### config.mk
export PLATFORM = sky130hd
export DESIGN_NAME = demux_32_bit_1_2_buf
export DESIGN_NICKNAME = d
export VERILOG_FILES = /design/src/rtl/demux_32_bit_1_2_buf_pkg.sv /design/src/rtl/demux_32_bit_1_2_buf_sync_fifo.sv /design/src/rtl/demux_32_bit_1_2_buf.sv
export SDC_FILE = /design/constraint.sdc
export NUM_CORES = 1
export LEC_CHECK = 0
export ABC_AREA = 1
export CORE_ASPECT_RATIO = 0.5
export CORE_MARGIN = 5
export CORE_UTILIZATION = 50
export CTS_CLUSTER_SIZE = 28
export DETAILED_ROUTE_END_ITERATION = 6
export DONT_BUFFER_PORTS = 1
export GPL_TIMING_DRIVEN = 0
export PLACE_DENSITY_LB_ADDON = 0.25
export SLEW_MARGIN = 15
export SYNTH_ARGS = -nofsm -noshare
export SYNTH_HDL_FRONTEND = slang
export SYNTH_SLANG_ARGS = --single-unit
### constraint.sdc
create_clock -name clk -period 7.6 [get_ports clk]
set_input_delay 1.14 -clock clk [delete_from_list [all_inputs] [get_ports clk]]
set_output_delay 1.14 -clock clk [all_outputs]
set_load 0.02 [all_outputs]
### src/rtl/demux_32_bit_1_2_buf_pkg.sv
// Shared constants for the 1:2 buffered demux: select encodings, default geometry, counter width.
// No logic; imported by the top and by the FIFO sub-module.
package demux_32_bit_1_2_buf_pkg;

    localparam logic SEL_OUT0   = 1'b0;
    localparam logic SEL_OUT1   = 1'b1;

    localparam int   DEF_WIDTH  = 32;
    localparam int   DEF_DEPTH  = 4;
    localparam int   CNT_W      = 16;

    localparam logic [CNT_W-1:0] CNT_ONE = {{(CNT_W-1){1'b0}}, 1'b1};

endpackage

### src/rtl/demux_32_bit_1_2_buf_sync_fifo.sv
// sync_fifo_32: registered FIFO, a push at edge N is the head after edge N (no bypass).
// Push is ignored when full, pop is ignored when empty; head reads zero while empty.
module sync_fifo_32
    import demux_32_bit_1_2_buf_pkg::*;
#(
    parameter int WIDTH = DEF_WIDTH,
    parameter int DEPTH = DEF_DEPTH
) (
    input  logic             clk,
    input  logic             rst_n,
    input  logic             push,
    input  logic [WIDTH-1:0] push_data,
    input  logic             pop,
    output logic             full,
    output logic             empty,
    output logic [WIDTH-1:0] head
);

    localparam int          AW      = $clog2(DEPTH);
    localparam logic [AW:0] PTR_ONE = {{AW{1'b0}}, 1'b1};

    logic [AW:0]      wr_ptr_q, wr_ptr_d;
    logic [AW:0]      rd_ptr_q, rd_ptr_d;
    logic [WIDTH-1:0] mem_q [DEPTH];
    logic [WIDTH-1:0] mem_d [DEPTH];
    logic             do_push;
    logic             do_pop;

    // Extra pointer MSB tells a full ring apart from an empty one.
    assign full    = (wr_ptr_q[AW] != rd_ptr_q[AW]) && (wr_ptr_q[AW-1:0] == rd_ptr_q[AW-1:0]);
    assign empty   = (wr_ptr_q == rd_ptr_q);
    assign do_push = push && !full;
    assign do_pop  = pop && !empty;
    assign head    = empty ? '0 : mem_q[rd_ptr_q[AW-1:0]];

    always_comb begin
        wr_ptr_d = wr_ptr_q;
        rd_ptr_d = rd_ptr_q;
        mem_d    = mem_q;
        if (do_push) begin
            mem_d[wr_ptr_q[AW-1:0]] = push_data;
            wr_ptr_d                = wr_ptr_q + PTR_ONE;
        end
        if (do_pop) begin
            rd_ptr_d = rd_ptr_q + PTR_ONE;
        end
    end

    always_ff @(posedge clk) begin
        if (!rst_n) begin
            wr_ptr_q <= '0;
            rd_ptr_q <= '0;
        end else begin
            wr_ptr_q <= wr_ptr_d;
            rd_ptr_q <= rd_ptr_d;
        end
    end

    // Storage needs no reset: head is masked to zero whenever the FIFO is empty.
    always_ff @(posedge clk) begin
        mem_q <= mem_d;
    end

endmodule

### src/rtl/demux_32_bit_1_2_buf.sv
// Registered 1:2 demux into two FIFOs; accepted word visible on its output one cycle later.
// in_ready = !full of the selected FIFO only; per-output pop counters built under DEMUX_STATS_EN.
module demux_32_bit_1_2_buf
    import demux_32_bit_1_2_buf_pkg::*;
#(
    parameter int WIDTH = DEF_WIDTH,
    parameter int DEPTH = DEF_DEPTH
) (
    input  logic             clk,
    input  logic             rst_n,
    input  logic [WIDTH-1:0] in_data,
    input  logic             in_sel,
    input  logic             in_valid,
    output logic             in_ready,
    output logic [WIDTH-1:0] out0_data,
    output logic             out0_valid,
    input  logic             out0_ready,
    output logic [WIDTH-1:0] out1_data,
    output logic             out1_valid,
    input  logic             out1_ready,
    output logic [CNT_W-1:0] cnt0,
    output logic [CNT_W-1:0] cnt1
);

    logic full0, full1;
    logic empty0, empty1;
    logic push0, push1;

    // Ready looks only at the addressed FIFO, so a full FIFO never blocks the other.
    assign in_ready   = (in_sel == SEL_OUT1) ? !full1 : !full0;
    assign push0      = in_valid && in_ready && (in_sel == SEL_OUT0);
    assign push1      = in_valid && in_ready && (in_sel == SEL_OUT1);
    assign out0_valid = !empty0;
    assign out1_valid = !empty1;

    sync_fifo_32 #(.WIDTH(WIDTH), .DEPTH(DEPTH)) u_fifo0 (
        .clk       (clk),
        .rst_n     (rst_n),
        .push      (push0),
        .push_data (in_data),
        .pop       (out0_ready),
        .full      (full0),
        .empty     (empty0),
        .head      (out0_data)
    );

    sync_fifo_32 #(.WIDTH(WIDTH), .DEPTH(DEPTH)) u_fifo1 (
        .clk       (clk),
        .rst_n     (rst_n),
        .push      (push1),
        .push_data (in_data),
        .pop       (out1_ready),
        .full      (full1),
        .empty     (empty1),
        .head      (out1_data)
    );

`ifdef DEMUX_STATS_EN
    logic [CNT_W-1:0] cnt0_q, cnt0_d;
    logic [CNT_W-1:0] cnt1_q, cnt1_d;

    always_comb begin
        cnt0_d = cnt0_q;
        cnt1_d = cnt1_q;
        if (out0_valid && out0_ready) cnt0_d = cnt0_q + CNT_ONE;
        if (out1_valid && out1_ready) cnt1_d = cnt1_q + CNT_ONE;
    end

    always_ff @(posedge clk) begin
        if (!rst_n) begin
            cnt0_q <= '0;
            cnt1_q <= '0;
        end else begin
            cnt0_q <= cnt0_d;
            cnt1_q <= cnt1_d;
        end
    end

    assign cnt0 = cnt0_q;
    assign cnt1 = cnt1_q;
`else
    assign cnt0 = '0;
    assign cnt1 = '0;
`endif

endmodule
# After elaboration in Yosys (flattened, before gate mapping)
# Cells that the tools add are included.
[classes]
n_reduce_logical = 15
mux = 15
bitwise = 5
eq_ne = 6
n_lt_le_gt_ge = 6
addsub = 4
[op_table]
columns = ["cell", "n"]
rows = [
  ["$bwmux W128", 2],
  ["$mux W32", 8],
  ["$bmux W32 S2", 2],
  ["$demux W32 S2", 2],
  ["$add A3 B1 Y3 const B", 4],
  ["$ge A3 B3 Y1 const B", 4],
  ["$not A2 Y3", 4],
  ["$logic_and A1 B1 Y1", 11],
  ["$eq A3 B3 Y1", 2],
  ["$lt A3 B1 Y1 const B", 2],
  ["$eq A2 B2 Y1", 2],
  ["$logic_not A1 Y1", 4],
  ["$ne A1 B1 Y1", 2],
  ["$mux W1", 1],
  ["$not A1 Y1", 1],
]
[totals]
regBits = 268
in_bits = 38

# Logic depth before layout (Yosys ltp)
[logic_depth]
depth_word = 7
ltp_mapped = 8
mapped_depth_nobuf = 8

# Hierarchy
# Synthesis repeated with hierarchy kept, for this count alone.
[hier_totals]
hier_cells = 936
area_unflattened_um2 = 11188.2
[modules_own_cells]
columns = ["module", "seq_area_each_um2", "cells_per_inst", "area_each_um2", "instances"]
rows = [
  ["sync_fifo_32", 3963.8, 446, 5449.0, 2],
  ["demux_32_bit_1_2_buf", 0.0, 44, 290.3, 1],
]

# Worst setup path after synthesis
# Ideal clock, no wire load.
[synth_timing]
path_type = "input-to-reg"
startpoint = "input in_sel"
endpoint = "register u_fifo0.mem_q[0] (netlist bit) (enable)"
cell_stages = 3
n_path_buf = 0
arrival_time_ps = 2748
required_ps = 7179
path_slack_ps = 4431
cell_sequence = "inv_1 > nand3_4 > nor2_1"
[synth_between]
elab_chain_cells = 4
[synth_rtl]
columns = ["element", "line", "text"]
rows = [
  ["start, declared", "demux_32_bit_1_2_buf.sv:12", "input logic in_sel,"],
  ["$mux W1", "demux_32_bit_1_2_buf.sv:30", "assign in_ready = (in_sel == SEL_OUT1) ? !full1 : !full0;"],
  ["$logic_and A1 B1 Y1", "demux_32_bit_1_2_buf.sv:31", "assign push0 = in_valid && in_ready && (in_sel == SEL_OUT0);"],
  ["$logic_and A1 B1 Y1 (*)", "demux_32_bit_1_2_buf.sv:31", ""],
  ["$logic_and A1 B1 Y1 (*)", "demux_32_bit_1_2_buf_sync_fifo.sv:32", "assign do_push = push && !full;"],
  ["end signal, assigned", "demux_32_bit_1_2_buf_sync_fifo.sv:61", "mem_q <= mem_d;"],
  ["end, declared", "demux_32_bit_1_2_buf_sync_fifo.sv:24", "logic [WIDTH-1:0] mem_q [DEPTH];"],
]
# Mark *: on every way between the ends. The rest lies on a longest branch, timed or not.
# A chain may end at the register's enable or synchronous reset.

# Final worst setup path
[layout_timing]
startpoint = "register u_fifo1.rd_ptr_q[0]"
endpoint = "output out1_data[13]"
[layout_between]
elab_chain_cells = 5
[layout_rtl]
columns = ["element", "line", "text"]
rows = [
  ["start, declared", "demux_32_bit_1_2_buf_sync_fifo.sv:23", "logic [AW:0] rd_ptr_q, rd_ptr_d;"],
  ["start signal, assigned", "demux_32_bit_1_2_buf_sync_fifo.sv:55", "rd_ptr_q <= rd_ptr_d;"],
  ["$not A2 Y3 (not written as such)", "demux_32_bit_1_2_buf_sync_fifo.sv:34", "assign head = empty ? '0 : mem_q[rd_ptr_q[AW-1:0]];"],
  ["$bmux W32 S2", "demux_32_bit_1_2_buf_sync_fifo.sv:34", ""],
  ["$mux W32 (not written as such) (2 in series)", "demux_32_bit_1_2_buf_sync_fifo.sv:34", ""],
  ["$mux W32 (*)", "demux_32_bit_1_2_buf_sync_fifo.sv:34", ""],
  ["end, declared", "demux_32_bit_1_2_buf.sv:18", "output logic [WIDTH-1:0] out1_data,"],
]
# Mark *: on every way between the ends. The rest lies on a longest branch, timed or not. The select of a mux whose other input is x is not followed.

==> flow_metrics.env <==
export IMPL_outcome="completed"
export IMPL_grt_pass1_wl_um=38700
export IMPL_r2r_start="u_fifo0.rd_ptr_q[1]"
export IMPL_fmax_ghz=0.292
export IMPL_wl_per_cell_um=19.8
export IMPL_cp_slowest_cell="clkbuf_1"
export IMPL_slew_headroom=0.485
export IMPL_nets=1017
export IMPL_cp_data_arrival_time_ns=2.29
export IMPL_drive_gt1_frac=0.120
export IMPL_whs_ns=0.523
export IMPL_cp_start_kind="register"
export IMPL_crit_type="reg2out"
export IMPL_p_clk_frac=0.312
export IMPL_hold_violations=0
export IMPL_drcViolationCount=0
export IMPL_clkSlewWorstSetupHoldPaths_ns=0.06
export IMPL_gp_congestion=0.790
export IMPL_cp_num_buf_inv=4
export IMPL_die_area_mm2=0.0255
export IMPL_yosysWarnings=0
export IMPL_via_count=6941
export IMPL_post_cts_buffers=0
export IMPL_reg2reg_depth=7
export IMPL_worst_path_dominant_cell_family="buffers and inverters"
export IMPL_dr_pass1_iters=5
export IMPL_final_setup_viol_count=0
export IMPL_skew_ns=0.0192
export IMPL_synthCells=904
export IMPL_crit_required_ns=6.46
export IMPL_cp_cell_sequence="inv_1 -> buf_4 -> clkbuf_1 -> o21ai_0 -> o22ai_1 -> nand2_1 -> inv_1"
export IMPL_synth_avg_cell_area_um2=12.3
export IMPL_synth_area_mm2=0.0111
export IMPL_p_per_area_mw_per_mm2=278
export IMPL_ir_drop_mv=0.195
export IMPL_p_leak_nw=4.78
export IMPL_min_period_ns=3.43
export IMPL_p_comb_frac=0.209
export IMPL_io_pins=137
export IMPL_drv_slew=0
export IMPL_power_switching_mw=1.06
export IMPL_die_w_um=221
export IMPL_switching_share=0.302
export IMPL_ys_types=24
export IMPL_tns_ns=0
export IMPL_holdPathEnd="u_fifo1.rd_ptr_q[2]"
export IMPL_antenna_found_initial=0
export IMPL_yosys_area_top_type_share=0.690
export IMPL_synth_common_cells="edfxtp_1, nor2_1, o21ai_0, nand2_1, inv_1"
export IMPL_grt_max_degree=25
export IMPL_worstHoldStart="u_fifo1.rd_ptr_q[2]"
export IMPL_synth_most_common_cell="edfxtp_1"
export IMPL_clock_sinks=268
export IMPL_ctsHtreeMaxLevel=1
export IMPL_rows=38
export IMPL_start_util=0.511
export IMPL_rr_endpoint="u_fifo0.mem_q[47]"
export IMPL_rrSetupSlack_ns=5.24
export IMPL_pwr_share_seq=0.479
export IMPL_whs_path_depth=2
export IMPL_synth_seq_cells=268
export IMPL_end_kind="output port"
export IMPL_synth_top_area_cell="edfxtp_1"
export IMPL_ys_flop_type="edfxtp_1"
export IMPL_tightest_slew_ns=0.771
export IMPL_clockRootBuffer="clkbuf_16"
export IMPL_clockBufferDepth=3
export IMPL_dp_hpwl_um=17100
export IMPL_synth_seq_area_share=0.712
export IMPL_drt_iter0_drc=649
export IMPL_drt_wl_total_um=25500
export IMPL_cp_slowest_stage_delay_ns=0.43
export IMPL_crit_top_cell="inv_1"
export IMPL_postCtsHoldBufs=0
export IMPL_cts_made_buffers=24
export IMPL_port_buffers=0
export IMPL_cts_tree="built"
export IMPL_clk_insertion_delay_late_ns=0.52
export IMPL_synthArstFlopShare=0
export IMPL_ant_nets=0
export IMPL_area_delta_synth_final_pct=13.1
export IMPL_finalCritPeriodShare=0.451
export IMPL_die_h_um=116
export IMPL_path_max_fanout=10
export IMPL_synth_edf_count=256
export IMPL_cts_resized=0
export IMPL_n_antenna_cell=0
export IMPL_synth_area_leaders="edfxtp_1, o21ai_0, nor2_1"
export IMPL_viasPerCell=5.39
export IMPL_overflow=0
export IMPL_cap_viol_max_count=0
export IMPL_hold_path_class="reg2reg"
export IMPL_track_usage=0.195
export IMPL_p_int_mw=2.44
export IMPL_grt_pass1_vias=6706
export IMPL_rsz0062_at_grt="no"
export IMPL_coreArea_mm2=0.0218
==> power by group through the flow <==
| stage | registers [mW] | clock network, mW | logic [mW] |
|---|---|---|---|
| floorplan | 1.70 | 0 | 0.547 |
| global placement | 1.71 | 0 | 0.714 |
| detailed placement | 1.71 | 0 | 0.733 |
| CTS | 1.68 | 1.11 | 0.737 |
| global route | 1.68 | 1.17 | 0.800 |
| finish | 1.68 | 1.09 | 0.730 |
==> metal layers <==
layer / up-vias / share of wire / wire [µm] / track usage
met1: 3424 / 0.43 / 10900 / 0.264
met3: 42 / 0.070 / 1790 / 0.0387
met5: - / 0 / 0 / 0
li1: 3227 / - / - / -
met2: 248 / 0.48 / 12200 / 0.330
met4: 0 / 0.020 / 515 / 0.0512
==> worst max-delay path by stage <==
stage,from,end,slack (ns),depth (start not counted)
after floorplan,in_sel,u_fifo0.mem_q[0],4.43,3
after global placement,in_sel,u_fifo0.mem_q[113],3.18,3
after detailed placement,u_fifo1.rd_ptr_q[0],out1_data[13],4.77,7
after CTS,u_fifo0.rd_ptr_q[0],out0_data[23],4.21,7
after global routing,u_fifo0.rd_ptr_q[0],out0_data[23],4.05,7
final,u_fifo1.rd_ptr_q[0],out1_data[13],4.17,7
==> placed cells by master (no fill, tap or decap), drive strengths merged <==
cell,instances
a21oi,6
buf,66
clkbuf,53
clkinv,13
conb,32
dfxtp,12
edfxtp,256
ha,10
inv,86
nand2,91
nand3,6
nand3b,2
nand4,4
nor2,148
o21ai,132
o22ai,64
xnor2,2
xor2,4
==> logic make-up (layout without fill, tap and decap cells) <==
logic type      count (synthesis)  in the layout  synth area share
compound gates                202            202            0.0980
xor+xnor                        6              6           0.00809
fa+ha+maj                      10             10            0.0112
buf+inv                       166            218            0.0750
flops                         268            268             0.712
other cells                     1             32          0.000337
simple gates                  251            251            0.0956
==> worst min-delay path, delay by kind of cell (launching register included) <==
kind,cells,cell delay [ns]
AO/OA/AOI/OAI,1,0.05
flip-flops,1,0.35
AND/OR/NAND/NOR,1,0.08
==> final cells by class <==
class	instances	area [µm²]
Fill cell	1757	9180
Sequential cell	268	7930
Multi-Input combinational cell	501	2550
Clock buffer	33	644
Buffer	78	505
Tap cell	300	375
Inverter	88	330
Timing Repair Buffer	8	205
Clock inverter	11	57.6
==> per-stage QoR <==
stage	std cells	worst slack (ns)	cell area [µm²]	total power [mW]	util
6_report	1287	4.17	12600	3.50	0.578
5_1_grt	1287	4.05	12600	3.65	0.578
4_1_cts	1287	4.21	12600	3.52	0.578
3_5_place_dp	1243	4.77	11900	2.44	0.546
3_3_place_gp	1235	3.18	11600	2.42	0.534
2_1_floorplan	935	4.43	11300	2.25	-
==> flip-flops by register name, summed over array words and instances, names as in the netlist <==
signal,flops
u_fifo0.rd_ptr_q,3
u_fifo1.rd_ptr_q,3
u_fifo0.wr_ptr_q,3
u_fifo1.wr_ptr_q,3
u_fifo1.mem_q,128
u_fifo0.mem_q,128
No activity file was read; power rests on OpenSTA's default activity.
